==> config.mk <==
export PLATFORM = sky130hd
export DESIGN_NAME = fb_pixel_writer
export DESIGN_NICKNAME = d
export VERILOG_FILES = /design/src/rtl/fb_pixel_writer.sv
export SDC_FILE = /design/constraint.sdc
export NUM_CORES = 1
export LEC_CHECK = 0
export ABC_AREA = 1
export BUFFER_PORTS_ARGS = -buffer_cell sky130_fd_sc_hd__buf_2
export CAP_MARGIN = 20
export CORE_UTILIZATION = 55
export CTS_BUF_LIST = sky130_fd_sc_hd__clkbuf_8
export DETAILED_ROUTE_END_ITERATION = 16
export PLACE_DENSITY = 0.78
export SYNTH_ARGS = -nofsm -noshare
export SYNTH_HDL_FRONTEND = slang
export SYNTH_SLANG_ARGS = --single-unit
==> constraint.sdc <==
create_clock -name clk -period 3.55 [get_ports clk]
set_clock_uncertainty 0.1 [all_clocks]
set_input_delay 0.5325 -clock clk [delete_from_list [all_inputs] [get_ports clk]]
set_output_delay 0.5325 -clock clk [all_outputs]
set_load 0.03 [all_outputs]
==> src/rtl/fb_pixel_writer.sv <==
// Framebuffer pixel writer: two-stage clip/address pipeline plus a sequential
// background clear that drains in-flight pixels before it starts.
module fb_pixel_writer #(
  parameter int CORDW     = 16,
  parameter int CIDXW     = 4,
  parameter int FB_WIDTH  = 320,
  parameter int FB_HEIGHT = 180,
  parameter int FB_ADDRW  = 16,
  parameter int BG_CIDX   = 0
) (
  input  logic                    clk,
  input  logic                    rst,
  input  logic                    clear,
  input  logic                    drawing,
  input  logic signed [CORDW-1:0] x,
  input  logic signed [CORDW-1:0] y,
  input  logic [CIDXW-1:0]        cidx,
  output logic                    oe,
  output logic                    fb_we,
  output logic [FB_ADDRW-1:0]     fb_addr,
  output logic [CIDXW-1:0]        fb_din,
  output logic                    busy,
  output logic                    clear_done,
  output logic [15:0]             clip_cnt
);

  localparam logic [FB_ADDRW-1:0]     LAST_ADDR = FB_ADDRW'(FB_WIDTH * FB_HEIGHT - 1);
  localparam logic [FB_ADDRW-1:0]     ONE_ADDR  = FB_ADDRW'(1);
  localparam logic [FB_ADDRW-1:0]     WIDTH_A   = FB_ADDRW'(FB_WIDTH);
  localparam logic signed [CORDW-1:0] WIDTH_S   = CORDW'(FB_WIDTH);
  localparam logic signed [CORDW-1:0] HEIGHT_S  = CORDW'(FB_HEIGHT);
  localparam logic [CIDXW-1:0]        BG        = CIDXW'(BG_CIDX);

  typedef enum logic [1:0] {
    IDLE  = 2'd0,
    DRAIN = 2'd1,
    CLEAR = 2'd2,
    DONE  = 2'd3
  } state_t;

  state_t state, next_state;

  logic                    accept;
  logic                    in_bounds;
  logic                    s1_valid;
  logic                    s1_inb;
  logic [CIDXW-1:0]        s1_cidx;
  logic signed [CORDW-1:0] s1_x;
  logic signed [CORDW-1:0] s1_y;
  logic [FB_ADDRW-1:0]     clr_addr;

  assign oe        = (state == IDLE);
  assign accept    = drawing && oe;
  // Sign bit low means the coordinate is non-negative.
  assign in_bounds = !x[CORDW-1] && (x < WIDTH_S) && !y[CORDW-1] && (y < HEIGHT_S);

  always_comb begin
    next_state = state;
    case (state)
      IDLE:    if (clear) next_state = DRAIN; else next_state = IDLE;
      DRAIN:   if (!s1_valid) next_state = CLEAR; else next_state = DRAIN;
      CLEAR:   if (clr_addr == LAST_ADDR) next_state = DONE; else next_state = CLEAR;
      DONE:    next_state = IDLE;
      default: next_state = IDLE;
    endcase
  end

  always_ff @(posedge clk or posedge rst) begin
    if (rst) state <= IDLE;
    else     state <= next_state;
  end

  always_ff @(posedge clk or posedge rst) begin
    if (rst) begin
      s1_valid <= 1'b0;
      s1_inb   <= 1'b0;
      s1_cidx  <= '0;
      s1_x     <= '0;
      s1_y     <= '0;
      clip_cnt <= 16'd0;
    end else begin
      s1_valid <= accept;
      if (accept) begin
        s1_inb  <= in_bounds;
        s1_cidx <= cidx;
        s1_x    <= x;
        s1_y    <= y;
        if (!in_bounds && (clip_cnt != 16'hFFFF)) clip_cnt <= clip_cnt + 16'd1;
      end
    end
  end

  // Clear and pixel writes never collide: CLEAR is only entered once stage 1 is empty.
  always_ff @(posedge clk or posedge rst) begin
    if (rst) begin
      fb_we    <= 1'b0;
      fb_addr  <= '0;
      fb_din   <= '0;
      clr_addr <= '0;
    end else if (next_state == CLEAR) begin
      fb_we  <= 1'b1;
      fb_din <= BG;
      if (state == CLEAR) begin
        clr_addr <= clr_addr + ONE_ADDR;
        fb_addr  <= clr_addr + ONE_ADDR;
      end else begin
        clr_addr <= '0;
        fb_addr  <= '0;
      end
    end else if (s1_valid && s1_inb) begin
      fb_we   <= 1'b1;
      fb_addr <= FB_ADDRW'(s1_y) * WIDTH_A + FB_ADDRW'(s1_x);
      fb_din  <= s1_cidx;
    end else begin
      fb_we <= 1'b0;
    end
  end

  always_ff @(posedge clk or posedge rst) begin
    if (rst) begin
      busy       <= 1'b0;
      clear_done <= 1'b0;
    end else begin
      busy       <= (next_state == DRAIN) || (next_state == CLEAR);
      clear_done <= (next_state == DONE);
    end
  end

endmodule

* Yosys cells after proc, flatten, opt, wreduce, memory -nomap -nowiden
Index checks and enable logic that the tools add are counted.
** Operators by class
- $add $sub $neg :: 3
- $mul :: 1
- $lt $le $gt $ge :: 2
- Eq/ne operators :: 8
- Muxes and demuxes :: 11
- Reductions and logical operators :: 13
** Operators by type and width (number)
- 2-to-1 mux 16 bit :: 3
- adder 16 x 1 -> 16 bit, second input constant :: 2
- adder 16 bit :: 1
- equality test 16 bit, second input constant :: 1
- less-than comparator 16 x 10 -> 1 bit, second input constant :: 1
- less-than comparator 16 x 9 -> 1 bit, second input constant :: 1
- multiplier 16 x 3 -> 10 bit, second input constant :: 1
- inequality test 16 bit, second input constant :: 1
- equality test 2 bit, second input constant :: 4
- 2-to-1 mux 4 bit :: 2
- one-hot mux 2 bit (4 select lines) :: 1
- logical AND 1 bit :: 6
- equality test 2 x 1 -> 1 bit, second input constant :: 2
- 2-to-1 mux 1 bit :: 4
- logical NOT 1 bit :: 3
- logical NOT 2 bit :: 1
- 2-to-1 mux 2 bit :: 1
- AND reduction 2 bit :: 1
- nonzero test 2 bit :: 1
- logical OR 1 bit :: 1
** Word-level totals
- Register bits :: 95
- Output and inout port bits :: 40
- Word-level logic and storage cells :: 51

* Longest topological paths before layout
Gate-level depths: netlist of the first run.
- Depth after elaboration :: 7
- Mapped depth :: 17
- Mapped depth without buffers :: 17

* Least setup slack after synthesis of the first run
OpenSTA, ideal clock, no wires.
- Path type :: flip-flop to flip-flop
- Start point :: reg s1_y[1]
- End point :: reg fb_addr[15]
- Arrival time :: 2546 ps
- Required time :: 3373 ps
- Setup slack :: 826 ps
- Stages on the path, launching flop included :: 17
- Buffers on the path :: 0
- Period minus slack after synthesis :: 2724 ps
- Cells stage by stage :: dfrtp_1 -> ha_1 -> ha_1 -> fa_1 -> nand2_1 -> nand3_1 -> nand2_1 -> xnor2_1 -> ha_1 -> nand2_1 -> nor2_1 -> nand3_1 -> nand3_1 -> inv_1 -> nand2_1 -> nand3_1 -> a21oi_1
** Between the ends
- Word-level cells in the longest chain between the ends :: 4
** Ends and longest elaborated chain
- start: declaration :: line 49 : logic signed [CORDW-1:0] s1_y;
- start signal: assignment :: line 87 : s1_y <= y;
- multiplier 16 x 3 -> 10 bit :: line 112 : fb_addr <= FB_ADDRW'(s1_y) * WIDTH_A + FB_ADDRW'(s1_x);
- adder 16 bit :: line 112
- 2-to-1 mux 16 bit :: line 110 : end else if (s1_valid && s1_inb) begin
- 2-to-1 mux 16 bit :: line 100 : end else if (next_state == CLEAR) begin
- end signal: assignment :: line 105 : fb_addr <= clr_addr + ONE_ADDR;
- end signal: assignment :: line 112
- end: declaration :: line 20 : output logic [FB_ADDRW-1:0] fb_addr,
Every way passes these cells. The select of a mux whose other input is x is not followed.
A chain may end at the register's enable or synchronous reset.

* Final worst setup path of the first run
Same ends and word-level chain as after synthesis.

==> run metrics, run 1 <==
Worst setup EP type=register; WL final=11.6 mm; Post-CTS Resized=0; worst reg2reg setup slack=570 ps; worst r2r dst=fb_addr[15]; final std cells w/o fill=857; Root Driver=clkbuf_8; met3 usage=3.65%; Avg Synthesized Cell Area=7.69 µm²; RSZ-0062 raised after global routing=false; Sink Count=89; vias per inst=5.33; maxcap violations=0; start of the worst register-to-register path=s1_y[1]; clk slew on worst S/H paths=110 ps; Post-synth ARST share=100%; Post-DRT Antenna Nets=0; GRT met1 Usage=34.7%; relative slew slack=52.1%; first-pass GRT wire length=20.4 mm; ys flop type=dfrtp_1; number of global-route vias before repair=4,457; gr ovfl total=0; Layout area overhead=15.0%; sequential area share after synthesis=44.0%; WP data arrival=3180 ps; Wirelength per Cell=13.6 µm; YS warnings=0; Vias=4,568; detailed-router iteration count before antenna repair=11; Global Route Usage Sum=26.5%; Worst setup SP type=register; share of cells above drive strength 1=17.0%; die height=97.9 µm; Tcrit/Tclk final=83.9%; Skew-Pair Late Insertion Delay=380 ps; Post-Synthesis Net Count=726; initial antenna violation count=0; Worst Setup Path Type=register to register; endpoints failing hold=0; PnR Total Power=1.75 mW; failing checks=design-rule violations; Finish-stage setup viols=0; drt initial violations=285; starting density of the core=57.4%; Setup Fix Bufs, Post-CTS=0; routability cong.=0.908; total CTS buffers=9; Critical Path Sink=fb_addr[15]; die area=9580 µm²; Hold Path Class=input pin to register; Max IR drop VDD=0.206 mV; Syn Inst Count=658; max-slew violation count=0; PD cells=301 nW/µm²; # port buffers=79; post-placement cell count=839; die width=97.9 µm; fillers=771; CTS tree=done; met2 Use GR=45.2%; Antenna diodes=0; crit path max fanout=6; Worst Tran Pin Value=717 ps; clock buffer depth=2; FMAX=336 MHz; Crit. Startpoint=s1_y[1]; Post-Syn Area=5060 µm²; htree depth=3; reg2reg path depth=16; WP data required=3750 ps; Pleak=3.12 nW; HPWL after DPL=8.87 mm; setup TNS=0 ps; Nets=812; hold_ws=247 ps; synth unique cells=36; row count=34; pin count of the biggest net entering global routing=59; Top Usage Layer GRT=met2; core area=8810 µm²; io pins=80; status=finished, violations left; DRC=3; Post-synth EDFFs=0; Final Critical Period=2980 ps; #FFs+latches synth=89
## cells in the final DEF, fill, tap and decap left out, types with 10 or more instances in the layout
master	n
ha_1	26
a21oi_1	27
nand2_1	208
dfrtp_1	89
buf_4	10
buf_2	79
xor2_1	13
nand3_1	51
o21ai_0	56
nor2_1	45
inv_1	68
## worst min path at each step
| stage | startpoint | endpoint | cells past startpoint |
|---|---|---|---|
| floorplan | s1_x[1] | s1_x[1] | 2 |
| global placement | s1_x[5] | s1_x[5] | 2 |
| detailed placement | s1_x[2] | s1_x[2] | 2 |
| CTS | x[3] | s1_x[3] | 3 |
| global route | x[3] | s1_x[3] | 3 |
| finish | x[2] | s1_x[2] | 3 |
## routing by layer
metal | routed length (µm) | vias up
met4 | 206 | 0
met2 | 5570 | 118
li1 | - | 2292
met1 | 5350 | 2141
met3 | 503 | 17
met5 | 0 | -
## Yosys cell counts (6+ instances only)
library cell / instances / area share [%]
xor2_1: 13 / 2.3
nand3_1: 51 / 5.0
inv_1: 69 / 5.1
a21oi_1: 27 / 2.7
nand2_1: 208 / 15
ha_1: 26 / 6.4
o21ai_0: 56 / 5.5
nor3_1: 9 / 0.89
nor2_1: 45 / 3.3
dfrtp_1: 89 / 44
clkbuf_1: 10 / 0.74
xnor2_1: 6 / 1.0
nand4_1: 8 / 0.99
## critical path: stages (launching register included)
cell and delay, ps:
dfrtp_1 420, ha_1 310, ha_1 240, fa_1 420
nand2_1 90, nand3_1 90, nand2_1 90, xnor2_1 70
ha_1 370, nand2_1 100, nor2_1 150, nand3_1 90
nand3_1 100, inv_1 40, nand2_1 50, nand3_1 60
a21oi_1 120
## registers in the layout (all words and copies together) (netlist names)
register,flops
s1_inb,1
s1_cidx,4
fb_addr,16
s1_x,16
busy,1
fb_we,1
state,2
clr_addr,16
fb_din,4
clip_cnt,16
clear_done,1
s1_valid,1
s1_y,10
## timing repair
item                                    in CTS  in global routing
endpoints found under the setup margin       0                  0
hold endpoints to repair                     0                 13
hold buffers                                 0                  1
## power by group
part	leakage (nW)	total, mW	internal, mW	switching, mW
clock network	0.0947	0.685	0.273	0.412
logic	1.85	0.0543	0.0225	0.0317
registers	1.17	1.01	1.01	0
## layout make-up
| class | count | area [µm²] | area share (%) |
|---|---|---|---|
| Timing Repair Buffer | 91 | 508 | 8.74 |
| Clock inverter | 7 | 65.1 | 1.12 |
| Clock buffer | 9 | 124 | 2.13 |
| Tap cell | 108 | 135 | 2.32 |
| Multi-Input combinational cell | 480 | 2480 | 42.7 |
| Sequential cell | 89 | 2230 | 38.3 |
| Inverter | 73 | 275 | 4.73 |
## logic make-up after synthesis
kind of cell             after synthesis  synth area share (%)
flip-flops                            89                  44.0
adder cells (fa/ha/maj)               28                  7.22
AO/OA/AOI/OAI                         95                  10.0
AND/OR/NAND/NOR                      338                  28.5
XOR/XNOR                              19                  3.29
buffers and inverters                 89                  6.93
## metrics by stage
stage	utilization, %	cell area, µm²	worst slack [ps]
after floorplan	-	5060	611
after global placement	63.5	5590	698
after detailed placement	63.5	5590	584
after CTS	65.6	5780	551
after global routing	66.0	5810	287
final	66.0	5810	572
Power figures use the tool's default switching activity.
==> run 2: changes to the inputs <==
ABC_AREA = 0   (was 1)
clock period = 3 ns   (was 3.55 ns; I/O delays follow)
==> run 2 against run 1 <==
The run ends with negative setup slack left. Sequential power increased by 19%. First-iteration DRC count shrank 30%. Sequential cell count did not move. Global-route usage shrank 1.3 points. Setup slack got worse by 630 ps. Synthesized cell count down 25%. Hold slack worse by 210 ps.
==> run metrics, run 2 <==
io pins=80 (unchanged); vias per inst=5.48 (+2.8%); worst path cell trace=ha_4 > ha_4 > a21o_1 > a21oi_2 > xnor2_1 > ha_1 > a211o_1 > o32ai_4 > o21ai_2 > xnor2_1 > a221o_1; Final Critical Period=3060 ps (+83.6 ps); PD cells=365 nW/µm² (+21%); die area=8800 µm² (-8.2%); area share of the largest cell type after synthesis=48.0% (+4.0 points); most frequent cells in the layout=117 x nand2_1, 89 x dfrtp_1, 79 x buf_2; Worst setup EP type=register; Post-DRT Antenna Nets=0 (unchanged); core area=8180 µm² (-7.2%); Global Route Usage Sum=25.2% (-1.3 points); clock buffer depth=2 (unchanged); power share of the clock group=37.9% (-1.2 points); Skew-Pair Late Insertion Delay=360 ps (-20 ps); DRC=0 (-3); die width=93.8 µm (-4.2%); Tcrit/Tclk final=102% (+18 points); Antenna diodes=0 (unchanged); Sequential Power Share=59.1% (+1.3 points); WL final=10.5 mm (-10%); CP peak stage delay=430 ps (about the same); initial antenna violation count=0 (unchanged); Worst Setup Path Type=register to register; Max IR drop VDD=0.240 mV (+17%); WP data arrival=3210 ps (+30 ps); Vias=3,788 (-17%); Hold Path Class=input pin to async pin; starting density of the core=56.7% (-0.73 points); Nets=649 (-20%); share of cells above drive strength 1=23.4% (+6.4 points); Cell Int Power=1.53 mW (+17%); synth unique cells=52 (+44%); CP max-delay cell=dfrtp_1; Pleak=2.80 nW (-10%); HPWL after DPL=7.20 mm (-19%); die height=93.8 µm (-4.2%); # hold bufs at CTS=0 (unchanged); Synth area leader=dfrtp_1; status=finished, violations left; Post-synth EDFFs=0 (unchanged); routability cong.=0.855 (-5.9%); Post-synth ARST share=100% (unchanged); Worst Tran Pin Value=676 ps (-40.9 ps); Final Util=68.0% (+2.0 points); Post-Synthesis Net Count=560 (-23%); Post-Syn Area=4640 µm² (-8.3%); Layout area overhead=19.9%; RSZ-0062 raised after global routing=true; Finish-stage setup viols=2 (+2); fin area=5560 µm² (-4.4%); htree depth=3 (unchanged); switching share of total power=24.5% (-0.87 points); CTS tree=done; #FFs+latches synth=89 (unchanged); total CTS buffers=9 (unchanged); maxcap violations=0 (unchanged); gr ovfl total=0 (unchanged); YS warnings=0 (unchanged); first-pass GRT wire length=17.0 mm (-17%); # port buffers=79 (unchanged); Post-synth top cells=117 x nand2_1, 89 x dfrtp_1, 34 x xnor2_1; sequential area share after synthesis=48.0% (+4.0 points); Avg Synthesized Cell Area=9.42 µm² (+23%); most frequent cell after synthesis=nand2_1; endpoints failing hold=0 (unchanged); fillers=633 (-18%); hold_ws=38.3 ps (-209 ps); switching power=0.496 mW (+12%); setup ws final=-61.3 ps (-634 ps); Syn Inst Count=492 (-25%); Root Driver=clkbuf_8; Placed Area=5230 µm² (-6.4%); failing checks=negative setup slack; Synth area leaders=dfrtp_1 48%, nand2_1 9.5%, ha_1 7.0%; Wirelength per Cell=15.1 µm (+12%); max-slew violation count=0 (unchanged); Sink Count=89 (unchanged); drt initial violations=199 (-30%); WP data required=3150 ps (-600 ps); Worst setup SP type=register; FMAX=327 MHz (-2.7%); pin count of the biggest net entering global routing=53 (-10%); detailed-router iteration count before antenna repair=4 (-7); most common cell after layout, fill and taps aside=nand2_1; crit path max fanout=2 (-4); row count=33 (-2.9%); setup TNS=-86.0 ps (-86.0 ps); ys flop type=dfrtp_1; Logic pwr share=3.0% (about the same); number of global-route vias before repair=3,605 (-19%); clk slew on worst S/H paths=100 ps (about the same); relative slew slack=54.9% (+2.8 points)
[run 2: cells by family after synthesis]
family                     count (synthesis)  share of synthesized area (%)
and+or+nand+nor                          199                           19.7
AOI/OAI and AO/OA                         89                           12.0
DFF                                       89                           48.0
xor gates and xnor gates                  42                           8.10
buffers and inverters                     42                           3.56
adders and majority gates                 28                           7.88
muxes                                      3                          0.675
[run 2: path summary, 6_finish.rpt]
kind / start / endpoint / slack (ps) / cells after the start
min: rst / clip_cnt[0] / 40 / 2
min in group clk: x[0] / s1_x[0] / 170 / 3
max in group asynchronous: rst / s1_x[13] / 2040 / 3
min reg2reg: s1_x[4] / s1_x[4] / 390 / 2
max: s1_y[2] / fb_addr[15] / -60 / 11
max reg2reg: s1_y[2] / fb_addr[15] / -60 / 11
[run 2: repair_timing]
item | CTS | global route
cloned | 0 | 0
endpoints found under the setup margin | 2 | 3
gates resized for setup | 12 | 8
setup buffers | 1 | 2
pin swaps | 13 | 9
[run 2: worst max-delay path: cells and delay by family (launching register included)]
| family | cells | cell delay, ps |
|---|---|---|
| compound gates | 6 | 1340 |
| fa+ha+maj | 3 | 790 |
| xor+xnor | 2 | 300 |
| flops | 1 | 430 |
[run 2: power by group through the flow]
| stage | registers [mW] | clock network (mW) | logic (mW) |
|---|---|---|---|
| after floorplan | 1.22 | 0 | 0.0215 |
| final | 1.20 | 0.769 | 0.0601 |
| after CTS | 1.20 | 0.784 | 0.0619 |
| after global routing | 1.20 | 0.835 | 0.0689 |
| after global placement | 1.22 | 0 | 0.0601 |
| after detailed placement | 1.22 | 0 | 0.0615 |
[run 2: layer usage]
metal	up-vias	global-route usage [%]	part of all wire, %
li1	1850	-	-
met1	1821	32.9	45
met2	96	41.6	48
met3	21	5.02	4.7
met4	0	9.10	2.1
met5	-	0	0
[run 2: final cells by class]
type | count | area, µm² | share of cell area [%]
tap | 105 | 131 | 2.36
sequential | 89 | 2230 | 40.1
clock buffer | 9 | 124 | 2.23
inverter | 24 | 91.3 | 1.64
clock inverter | 7 | 53.8 | 0.968
multi-input combinational | 361 | 2390 | 43.0
timing repair buffer | 96 | 539 | 9.70
[run 2: per-stage QoR]
| stage | power, mW | instances | setup WS [ps] |
|---|---|---|---|
| after CTS | 2.04 | 689 | 8.63 |
| after global placement | 1.28 | 672 | 11.8 |
| after floorplan | 1.24 | 492 | 16.3 |
| after global routing | 2.10 | 691 | -189 |
| after detailed placement | 1.28 | 672 | -51.8 |
| final | 2.03 | 691 | -61.3 |
